--- config.mk ---
export PLATFORM = sky130hd
export DESIGN_NAME = mem_asm_serializer
export DESIGN_NICKNAME = d
export VERILOG_FILES = /design/src/rtl/mem_asm_serializer_pkg.sv /design/src/rtl/mem_asm_serializer_beat_mux.sv /design/src/rtl/mem_asm_serializer.sv
export SDC_FILE = /design/constraint.sdc
export NUM_CORES = 1
export LEC_CHECK = 0
export ABC_AREA = 1
export CAP_MARGIN = 20
export CORE_MARGIN = 2
export CORE_UTILIZATION = 49
export CTS_BUF_LIST = sky130_fd_sc_hd__clkbuf_4 sky130_fd_sc_hd__clkbuf_8
export CTS_CLUSTER_DIAMETER = 80
export DETAILED_ROUTE_END_ITERATION = 10
export HOLD_SLACK_MARGIN = 0.15
export PLACE_DENSITY = 0.91
export SLEW_MARGIN = 20
export SYNTH_ARGS = -nofsm -noshare
export SYNTH_HDL_FRONTEND = slang
export SYNTH_SLANG_ARGS = --single-unit
--- constraint.sdc ---
create_clock -name clk -period 2.55 [get_ports clk]
set_clock_uncertainty 0.15 [all_clocks]
set_input_delay 0.3825 -clock clk [delete_from_list [all_inputs] [get_ports clk]]
set_output_delay 0.3825 -clock clk [all_outputs]
set_load 0.02 [all_outputs]
--- src/rtl/mem_asm_serializer_pkg.sv ---
// Shared types for the assembled-MEM write-back path: the AssemMem record, the
// group trailer layout and the beat-count helper used by the serializer.
package mem_asm_serializer_pkg;

   localparam int RID_W = 16;

   typedef struct packed {
      logic [31:0]      j;
      logic [31:0]      i;
      logic [31:0]      s;
      logic [31:0]      l;
      logic [15:0]      k;
      logic [RID_W-1:0] id;
   } AssemMem;

   localparam int ASM_W = $bits(AssemMem);

   localparam logic [15:0] DEF_TRAILER_MAGIC = 16'hA55E;
   localparam int          DEF_CNT_W         = 16;

   // Trailer layout at the default counter width; magic sits in the low bits.
   typedef struct packed {
      logic [RID_W-1:0]     id;
      logic [DEF_CNT_W-1:0] cnt;
      logic [15:0]          magic;
   } AsmTrailer;

   typedef enum logic [1:0] {
      IDLE,
      SEND,
      TRAILER
   } SerState;

   function automatic int ASM_BEATS(input int beatW);
      return (ASM_W + beatW - 1) / beatW;
   endfunction

endpackage

--- src/rtl/mem_asm_serializer_beat_mux.sv ---
// Selects one BEAT_W slice of an AssemMem record; bits past the record on the
// final beat read as zero.
module mem_beat_mux
   import mem_asm_serializer_pkg::*;
#(
   parameter int BEAT_W = 64,
   parameter int NBEATS = 3,
   parameter int IDX_W  = 2
) (
   input  logic [ASM_W-1:0]  rec_i,
   input  logic [IDX_W-1:0]  beatIdx_i,
   output logic [BEAT_W-1:0] beat_o
);

   logic [NBEATS*BEAT_W-1:0] padded;

   always_comb begin
      padded             = '0;
      padded[ASM_W-1:0]  = rec_i;
      beat_o             = padded[beatIdx_i*BEAT_W +: BEAT_W];
   end

endmodule

--- src/rtl/mem_asm_serializer.sv ---
// Serializes AssemMem records into BEAT_W AXI4-Stream beats and closes each read
// group with a trailer beat carrying the record count and read id.
module mem_asm_serializer
   import mem_asm_serializer_pkg::*;
#(
   parameter int          BEAT_W        = 64,
   parameter int          CNT_W         = 16,
   parameter logic [15:0] TRAILER_MAGIC = DEF_TRAILER_MAGIC
) (
   input  logic                  clk,
   input  logic                  rst,
   input  logic [ASM_W-1:0]      s_axis_asm_tdata_i,
   input  logic                  s_axis_asm_tvalid_i,
   input  logic                  s_axis_asm_tlast_i,
   output logic                  s_axis_asm_tready_o,
   output logic [BEAT_W-1:0]     m_axis_out_tdata_o,
   output logic                  m_axis_out_tvalid_o,
   output logic                  m_axis_out_tlast_o,
   output logic [BEAT_W/8-1:0]   m_axis_out_tkeep_o,
   output logic [BEAT_W/8-1:0]   m_axis_out_tstrb_o,
   input  logic                  m_axis_out_tready_i,
   output logic                  grp_done_o,
   output logic [CNT_W-1:0]      grp_cnt_o
);

   localparam int                NBEATS   = ASM_BEATS(BEAT_W);
   localparam int                IDX_W    = (NBEATS > 1) ? $clog2(NBEATS) : 1;
   localparam logic [IDX_W-1:0]  LAST_IDX = IDX_W'(NBEATS - 1);

   if ((16 + CNT_W + RID_W) > BEAT_W) begin : gTrailerTooWide
      $fatal(1, "mem_asm_serializer: trailer does not fit in one beat");
   end

   SerState           state_q, state_d;
   logic [IDX_W-1:0]  beatIdx_q, beatIdx_d;
   logic [CNT_W-1:0]  recCnt_q, recCnt_d;
   logic [CNT_W-1:0]  grpCnt_q, grpCnt_d;
   logic              grpDone_q, grpDone_d;
   AssemMem           rec_q, rec_d;
   logic              recLast_q, recLast_d;

   logic              acceptRec;
   logic [BEAT_W-1:0] beatData;
   logic [BEAT_W-1:0] trailerData;

   mem_beat_mux #(
      .BEAT_W (BEAT_W),
      .NBEATS (NBEATS),
      .IDX_W  (IDX_W)
   ) uBeatMux (
      .rec_i     (rec_q),
      .beatIdx_i (beatIdx_q),
      .beat_o    (beatData)
   );

   always_comb begin
      trailerData                         = '0;
      trailerData[15:0]                   = TRAILER_MAGIC;
      trailerData[16 +: CNT_W]            = recCnt_q;
      trailerData[16 + CNT_W +: RID_W]    = rec_q.id;
   end

   always_comb begin
      state_d             = state_q;
      beatIdx_d           = beatIdx_q;
      recCnt_d            = recCnt_q;
      grpCnt_d            = grpCnt_q;
      grpDone_d           = 1'b0;
      rec_d               = rec_q;
      recLast_d           = recLast_q;
      acceptRec           = 1'b0;
      s_axis_asm_tready_o = 1'b0;
      m_axis_out_tvalid_o = 1'b0;
      m_axis_out_tlast_o  = 1'b0;
      m_axis_out_tdata_o  = beatData;

      case (state_q)
         IDLE: begin
            s_axis_asm_tready_o = 1'b1;
            acceptRec           = s_axis_asm_tvalid_i;
         end
         SEND: begin
            m_axis_out_tvalid_o = 1'b1;
            if (m_axis_out_tready_i) begin
               if (beatIdx_q != LAST_IDX) begin
                  beatIdx_d = beatIdx_q + 1'b1;
               end else if (recLast_q) begin
                  state_d = TRAILER;
               end else if (s_axis_asm_tvalid_i) begin
                  // Chain straight into the next record so back-to-back records leave no bubble.
                  s_axis_asm_tready_o = 1'b1;
                  acceptRec           = 1'b1;
               end else begin
                  state_d = IDLE;
               end
            end
         end
         TRAILER: begin
            m_axis_out_tvalid_o = 1'b1;
            m_axis_out_tlast_o  = 1'b1;
            m_axis_out_tdata_o  = trailerData;
            if (m_axis_out_tready_i) begin
               grpCnt_d  = recCnt_q;
               grpDone_d = 1'b1;
               recCnt_d  = '0;
               state_d   = IDLE;
            end
         end
         default: state_d = IDLE;
      endcase

      if (acceptRec) begin
         rec_d     = AssemMem'(s_axis_asm_tdata_i);
         recLast_d = s_axis_asm_tlast_i;
         beatIdx_d = '0;
         recCnt_d  = (recCnt_q == '1) ? recCnt_q : recCnt_q + 1'b1;
         state_d   = SEND;
      end
   end

   always_ff @(posedge clk) begin
      if (rst) begin
         state_q   <= IDLE;
         beatIdx_q <= '0;
         recCnt_q  <= '0;
         grpCnt_q  <= '0;
         grpDone_q <= 1'b0;
         rec_q     <= '0;
         recLast_q <= 1'b0;
      end else begin
         state_q   <= state_d;
         beatIdx_q <= beatIdx_d;
         recCnt_q  <= recCnt_d;
         grpCnt_q  <= grpCnt_d;
         grpDone_q <= grpDone_d;
         rec_q     <= rec_d;
         recLast_q <= recLast_d;
      end
   end

   assign m_axis_out_tkeep_o = '1;
   assign m_axis_out_tstrb_o = '1;
   assign grp_done_o         = grpDone_q;
   assign grp_cnt_o          = grpCnt_q;

endmodule

==> flow_summary.ini <==
[outcome]
status = complete, no violations

[synthesis]
synth_most_common_cell = nor2_1
yosysTopAreaCellShare_pct = 45.6
yosys-top-cells-area = dfxtp_1 (46%), nor2_1 (17%), o21ai_0 (14%)
synth_top_family_by_area = simple AND/OR/NAND/NOR gates
yosysUniqueCellTypes = 31
synth-adder-area-share_pct = 0.720
async_flop_share_pct = 0
ys_ff_latch = 198
synthMuxAreaShare_pct = 0
yosysWarnings = 0
netlist_area_sq_um = 8680
synth-simple-area-share_pct = 25.3
synth.avg_cell_area_sq_um = 7.03
synth_compound_area_share_pct = 20.0
synth-edff-count = 0
ys.flop_type = dfxtp_1
synth_common_cells = nor2_1 (396), o21ai_0 (251), dfxtp_1 (198), nand2_1 (67), nand3_1 (64)
synth-xor-area-share_pct = 0.101
ys_seq_area_share_pct = 45.6
yosysTopAreaCell = dfxtp_1
syn-instance-count = 1235

[drt]
drt-wirelength-per-cell_um = 16.7
drt-total-wl_um = 28200
drt_iter0_drc = 940
firstDrtPassIters = 7
routed_via_density = 5.57
drc = 0
vias = 9375
antenna_left = 0

[floorplanning]
die-area_sq_um = 18800
die_y_um = 137
io_pins = 265
rows = 48
coreArea_sq_um = 17300
die_w_um = 137
start_util_pct = 50.2

[setup_path]
cp.arrival_ns = 1.95
crit_path_end_kind = primary output
critPathMaxFanout = 18
setup.worst_path.class = reg2out
r2r_cells = 8
reg2reg_slack_ns = 0.28
r2r_start = state_q[1]$_SDFFE_PP0P_
start_kind = register
worstPathRequired_ns = 2.02
r2r-end = rec_q[93]$_SDFFE_PP0P_

[min_path]
min_from = s_axis_asm_tdata_i[116]
hold_path_class = in2reg
whs_endpoint = rec_q[116]$_SDFFE_PP0P_
whs_path_depth = 3

[pwr]
swShare_pct = 34.2
internal-power_mw = 5.02
ir_drop_mv = 0.501
pwr-share-seq_pct = 46.8
powerDensity_nw_per_um2 = 660
power_frac_comb_pct = 26.3
power_mw = 7.63
p_leak_nw = 4.88
switchingPower_mw = 2.61
p_clk_share_pct = 26.9

[sta]
fin_crit_sh_pct = 97.5
report.final.slew_viol_count = 0
hold_viol_final = 0
hold_slack_ns = 0.342
fmax_mhz = 402
setup_viol = 0
rsz0062_at_grt = true
tns_ns = 0
setup_slack_ns = 0.0634
final.min_clock_period_ns = 2.49

[place]
dp_slack_ns = -0.0218
dp_hpwl_um = 19400
dp_cells = 1649
globalplace.congestion = 0.939
dpl_cell_area_sq_um = 11300
io_buffer_count = 248

[layout]
final_net_count = 1615
final_area_sq_um = 11600
synthToLayoutAreaGrowth_pct = 33.2
drive_gt1_share_pct = 9.61
final_util_pct = 66.9
diodes = 0
finalNonFillerCells = 1682

[cts]
h-tree-depth = 4
holdBufCountCts = 0
cts_buffers = 17
tritoncts = yes
cts.clk_slew.worst_paths_ns = 0.11
clk_latency_ns = 0.45
clock_tree.root_cell = clkbuf_8
cts.sinks = 198
cts_buffer_depth = 2

[global_routing]
grt_pass1_wl_um = 43400
track_usage_pct = 29.4
grt-ovfl-total = 0
grt_max_degree = 77
grt_pass1_vias = 8606
grt_antenna_before_repair = 0

[run]
max_cap_viol_count = 0
cell families (layout without fill, tap and decap cells):
group	after synthesis	after routing
adders and majority gates	5	5
xor gates and xnor gates	1	1
and+or+nand+nor	543	543
DFF	198	198
buffers and inverters	155	362
other	1	16
AOI/OAI and AO/OA	332	332
flip-flops by register name, summed over array words and instances (netlist names):
signal      cells
recLast_q       1
rec_q         160
recCnt_q       16
beatIdx_q       2
state_q         2
grp_done_o      1
grp_cnt_o      16
layout by cell type (no fill, tap or decap), types with 6 or more instances in the layout:
cell / netlist / routed
nand3_1: 64 / 64
a21oi_1: 48 / 47
conb_1: 1 / 16
dfxtp_1: 198 / 195
o221ai_1: 15 / 15
o21ai_1: 2 / 6
clkdlybuf4s50_1: 0 / 183
nand2_1: 67 / 67
buf_2: 26 / 47
buf_12: 0 / 10
clkbuf_8: 0 / 17
o21ai_0: 251 / 247
dlygate4sd2_1: 0 / 11
o22ai_1: 14 / 12
buf_4: 17 / 23
inv_1: 47 / 46
nor2_1: 396 / 394
routing by layer:
metal | GRT usage [%] | part of all wire, % | vias to the layer above
met5 | 0 | 0 | -
li1 | - | - | 4451
met3 | 6.89 | 9.8 | 76
met1 | 36.1 | 39 | 4285
met2 | 49.1 | 48 | 563
met4 | 12.8 | 3.5 | 0
how the worst max path moves through the flow:
| stage | slack [ns] | from | end | cells after the start |
|---|---|---|---|---|
| detailed placement | -0.02 | state_q[0]$_SDFFE_PP0P_ | m_axis_out_tdata_o[46] | 7 |
| finish | 0.06 | state_q[0]$_SDFFE_PP0P_ | m_axis_out_tdata_o[5] | 7 |
| global route | -0.006 | state_q[0]$_SDFFE_PP0P_ | m_axis_out_tdata_o[5] | 7 |
| global placement | -0.01 | state_q[0]$_SDFFE_PP0P_ | m_axis_out_tdata_o[46] | 7 |
| floorplan | 0.11 | state_q[0]$_SDFFE_PP0P_ | m_axis_out_tdata_o[11] | 7 |
| CTS | -0.10 | state_q[0]$_SDFFE_PP0P_ | m_axis_out_tdata_o[46] | 7 |
critical path: stages (launching register included):
cell and delay, ns:
dfxtp_2 0.34, inv_1 0.07, ha_4 0.19, nor2_4 0.18
buf_8 0.20, o21ai_0 0.11, o21ai_1 0.22, buf_4 0.18
power by group through the flow:
stage / Combinational, mW / Sequential [mW] / Clock [mW]
finish: 2.00 / 3.57 / 2.05
global route: 2.19 / 3.60 / 2.20
CTS: 2.00 / 3.56 / 2.08
detailed placement: 2.12 / 3.63 / 0
global placement: 2.09 / 3.62 / 0
floorplan: 1.20 / 3.58 / 0
layout make-up:
cell class | instances | area (sq um)
Inverter | 51 | 201
Timing Repair Buffer | 280 | 2600
Tap cell | 225 | 282
Multi-Input combinational cell | 897 | 4110
Fill cell | 1454 | 5730
Clock buffer | 18 | 241
Sequential cell | 198 | 3970
Clock inverter | 13 | 166
timing repair:
item | CTS | global route
resized for setup | 256 | 11
pin swaps | 2 | 3
buffers inserted | 2 | 1
setup endpoints to repair | 65 | 51
gates cloned | 1 | 0
(Power assumes the default switching activity.)
==> patch 1: new RTL, config.mk and constraints unchanged <==
Reset style: asynchronous (`rst`), changed in one clocked block.
--- a/src/rtl/mem_asm_serializer.sv
+++ b/src/rtl/mem_asm_serializer.sv
@@ -119,5 +119,5 @@
    end
 
-   always_ff @(posedge clk) begin
+   always_ff @(posedge clk or posedge rst) begin
       if (rst) begin
          state_q   <= IDLE;
Function: differs if rst is asserted again (counterexample within 4 cycles, from zero or initial values and one cycle with rst high); with rst held inactive, the same outputs for 4 cycles.
==> patch 1 against the unedited design <==
  * The flow now finishes with violations (setup timing)
  * Setup slack worse by 0.12 ns
  * Critical path depth up 2
  * Sequential cell count unchanged
  * Routed wire length down 3.8%
  * Final area up 8.0%
  * Count of clock-buffer cells in the layout up 2
  * Synthesized area up 7.5%
Power is not compared: it rests on default switching activity, and its combinational part moved more than twofold at a synthesized area within 25%.
==> patch 1: results (changes against the unedited design) <==
metric,value,unit,change
grt_usage,26.33,%,-3.1 points
design_area,12500,sq um,+8.0%
grt_first_pass_wirelength,41.86,mm,-3.6%
wl_met3,2.222,mm,-19%
final_util,66.81,%,-0.067 points
place.gp.congestion,0.9535,,+1.5%
port_buffers,248,,unchanged
worst_path_largest_cell_delay,0.36,ns,+0.02 ns
postCtsHoldBufs,1,,+1
timing.final.ws_setup,-0.05330,ns,-0.1167 ns
synth_compound_area_share,14.96,%,-5.1 points
grt_max_degree,113,,+47%
place_ws,-0.01400,ns,+0.007760 ns
synth-seq-area-share,53.09,%,+7.4 points
viasPerCell,5.320,,-4.6%
cp_max_fo,10,,-8
inverters,108,,+110%
clk_share,2.703,%,-0.82 points
async_reset_ff_share,100.0,%,+100 points
n_all_buffers,283,,+1.1%
setup_viol,1,,+1
bufAreaShareNonClock,22.12,%,-0.39 points
placed_cell_area,12080,sq um,+6.5%
postCtsSetupBuffers,1,,-1
yosys-top-cells-area,"dfrtp_1 53%, nand2_1 17%, o21ai_0 9.9%, inv_1 4.2%, a21oi_1 2.5%",,
drive_gt1_share,12.17,%,+2.6 points
dpl.hpwl,19.11,mm,-1.6%
clkbuf_count,20,,+2
synth_fa_ha_area_share,0.6703,%,-0.050 points
wl_met2,12.94,mm,-3.9%
ys.flop_type,dfrtp_1,,
area.sequential,4957,sq um,+25%
drt.antenna.violating_nets,0,,unchanged
status,"finished, violations left",,
fillers,1467,,+0.89%
cp_slowest_cell,dfrtp_1,,
grt_pass1_vias,8370,,-2.7%
syn_avg_cell_area,7.943,sq um,+13%
routed_wl,27.10,mm,-3.8%
violations,setup timing,,
num_antenna_cells,1,,+1
met1_length,10.78,mm,-1.7%
nets,1578,,-2.3%
multi_input_area,3726,sq um,-9.2%
synth_cell_types,30,,-3.2%
cts_resized,232,,-9.4%
antenna_found_initial,1,,+1
finalSetupTns,-0.05330,ns,-0.05330 ns
ys_top_cells_by_count,"412 x nand2_1, 198 x dfrtp_1, 185 x o21ai_0",,
multi_input_cells,800,,-11%
synth-xor-area-share,0.5631,%,+0.46 points
drt_iter0_markers,701,,-25%
## patch 1: per-layer routing
layer	up-vias	track usage (%)
li1	4184	-
met1	4123	34.52
met2	430	43.40
met3	73	4.913
met4	0	10.68
met5	-	0
## patch 1: path summary, 6_finish.rpt
check | to | depth (start not counted) | slack [ns] | from
hold / removal | rec_q[47] | 3 | 0.30 | s_axis_asm_tdata_i[47]
setup reg to reg | state_q[0] | 10 | 0.29 | state_q[0]
setup / recovery | m_axis_out_tdata_o[21] | 9 | -0.05 | state_q[0]
max in group asynchronous | grp_cnt_o[9] | 4 | 0.90 | rst
hold reg to reg | rec_q[79] | 2 | 0.32 | rec_q[79]
min in group asynchronous | rec_q[101] | 3 | 0.69 | rst
## patch 1: tightest hold or removal path, delay by kind of cell
family	cells	cell delay, ns
buffers and inverters	1	0.39
AND/OR/NAND/NOR	2	0.10
## patch 1: where the power goes
| group | internal [mW] | switching (mW) |
|---|---|---|
| Clock | 0.706 | 1.08 |
| Sequential | 4.49 | 0.663 |
| Combinational | 3.10 | 5.19 |
==> patch 2: new RTL, config.mk and constraints unchanged <==
Without the edit above. The package constant `RID_W` goes from 16 to 32.
--- a/src/rtl/mem_asm_serializer_pkg.sv
+++ b/src/rtl/mem_asm_serializer_pkg.sv
@@ -3,5 +3,5 @@
 package mem_asm_serializer_pkg;
 
-   localparam int RID_W = 16;
+   localparam int RID_W = 32;
 
    typedef struct packed {
Ports: changed (resized s_axis_asm_tdata_i); port bits go from 265 to 281. The function was not compared with the original's and may differ.
==> patch 2 against the unedited design <==
  * The flow now finishes with violations (setup timing)
  * Final area grew 14%
  * Power grew 25%
  * Synthesized area grew 8.1%
  * Critical path depth grew 2
  * Routed wire length grew 22%
  * Setup slack lost 0.20 ns
  * Sequential cell count grew 16
  * Cell count grew 9.6%
==> patch 2: results (changes against the unedited design) <==
metric,value,unit,change
leakage,5.564,nW,+14%
grt_max_degree,125,,+62%
timing.final.ws_setup,-0.1383,ns,-0.2018 ns
setup_viol,31,,+31
reg2reg_from,state_q[0],,
viasPerCell,5.673,,+1.8%
r2r-end,rec_q[27],,
violations,setup timing,,
antenna_found_initial,2,,+2
path_clk_slew,0.06,ns,-0.05 ns
drt_iter0_markers,987,,+5.0%
grt_pass1_vias,9825,,+14%
first_pass_iters,6,,-1
routed_wl,34.21,mm,+22%
synth-seq-area-share,45.65,%,about the same
grt_usage,32.50,%,+3.1 points
port_buffers,264,,+6.5%
status,"finished, violations left",,
rr_worst_depth,11,,+3
clockBufferDepth,3,,+1
crit_end,m_axis_out_tdata_o[37],,
whs,0.2816,ns,-0.06028 ns
cts_made_buffers,37,,+20
reg2reg_slack,0.19,ns,-0.09 ns
synth_cell_types,34,,+9.7%
yosys-top-cells-area,"dfxtp_1 46%, nor2_1 15%, o21ai_0 14%, nand2_1 4.2%, a21oi_1 3.1%",,
synthCells,1319,,+6.8%
largest_reg_flops,176,,+10%
cp_max_fo,12,,-6
[patch 2: cell count changes after synthesis, moves of 6 or more]
| cell | delta |
|---|---|
| o221ai_1 | +6 |
| a21oi_2 | +7 |
| o21ai_0 | +14 |
| a21oi_1 | +10 |
| nand3_1 | -14 |
| nor2_1 | -14 |
| dfxtp_1 | +16 |
| nand2_1 | +37 |
| buf_2 | +7 |
[patch 2: through the flow]
stage	util, %	cell area (sq um)	power [mW]
after floorplan	-	9442	5.104
after global placement	65.34	12260	6.129
after detailed placement	65.34	12260	6.173
after CTS	69.51	13050	9.472
after global routing	70.50	13230	9.966
final	70.50	13230	9.575
[patch 2: final cells by class]
type | instances | area [sq um]
clock buffers | 62 | 772.0
multi-input cells | 954 | 4523
diodes | 1 | 2.502
fillers | 1507 | 5537
clock inverters | 4 | 47.55
flip-flops and latches | 214 | 4287
inverters | 55 | 220.2
repair buffers | 319 | 3087
well taps | 234 | 292.8
[patch 2: per-layer routing]
layer,GRT usage [%],wire [microns]
met1,40.49,13140
met2,51.72,15740
met5,0,13
met4,17.09,1749
met3,8.614,3565
[patch 2: report_power, final]
part | switching [mW] | leakage (nW) | internal, mW
clock network | 1.39 | 0.434 | 2.00
registers | 0.206 | 1.77 | 3.69
logic | 1.35 | 3.36 | 0.941
total | 2.94 | 5.56 | 6.63
[patch 2: cell families after synthesis]
kind of cell	count (synthesis)	share of synthesized area (%)
AND/OR/NAND/NOR	552	23.41
AO/OA/AOI/OAI	379	21.93
flip-flops	214	45.65
buffers and inverters	166	8.119
adder cells (fa/ha/maj)	5	0.6666
XOR/XNOR	2	0.1867
other	1	0.03996
[patch 2: what timing repair did]
action,4_1_cts,5_1_grt
gates cloned,2,0
gates resized for setup,310,75
setup endpoints to repair,65,56
pin swaps,8,23
hold buffers,0,0
buffers inserted,7,7
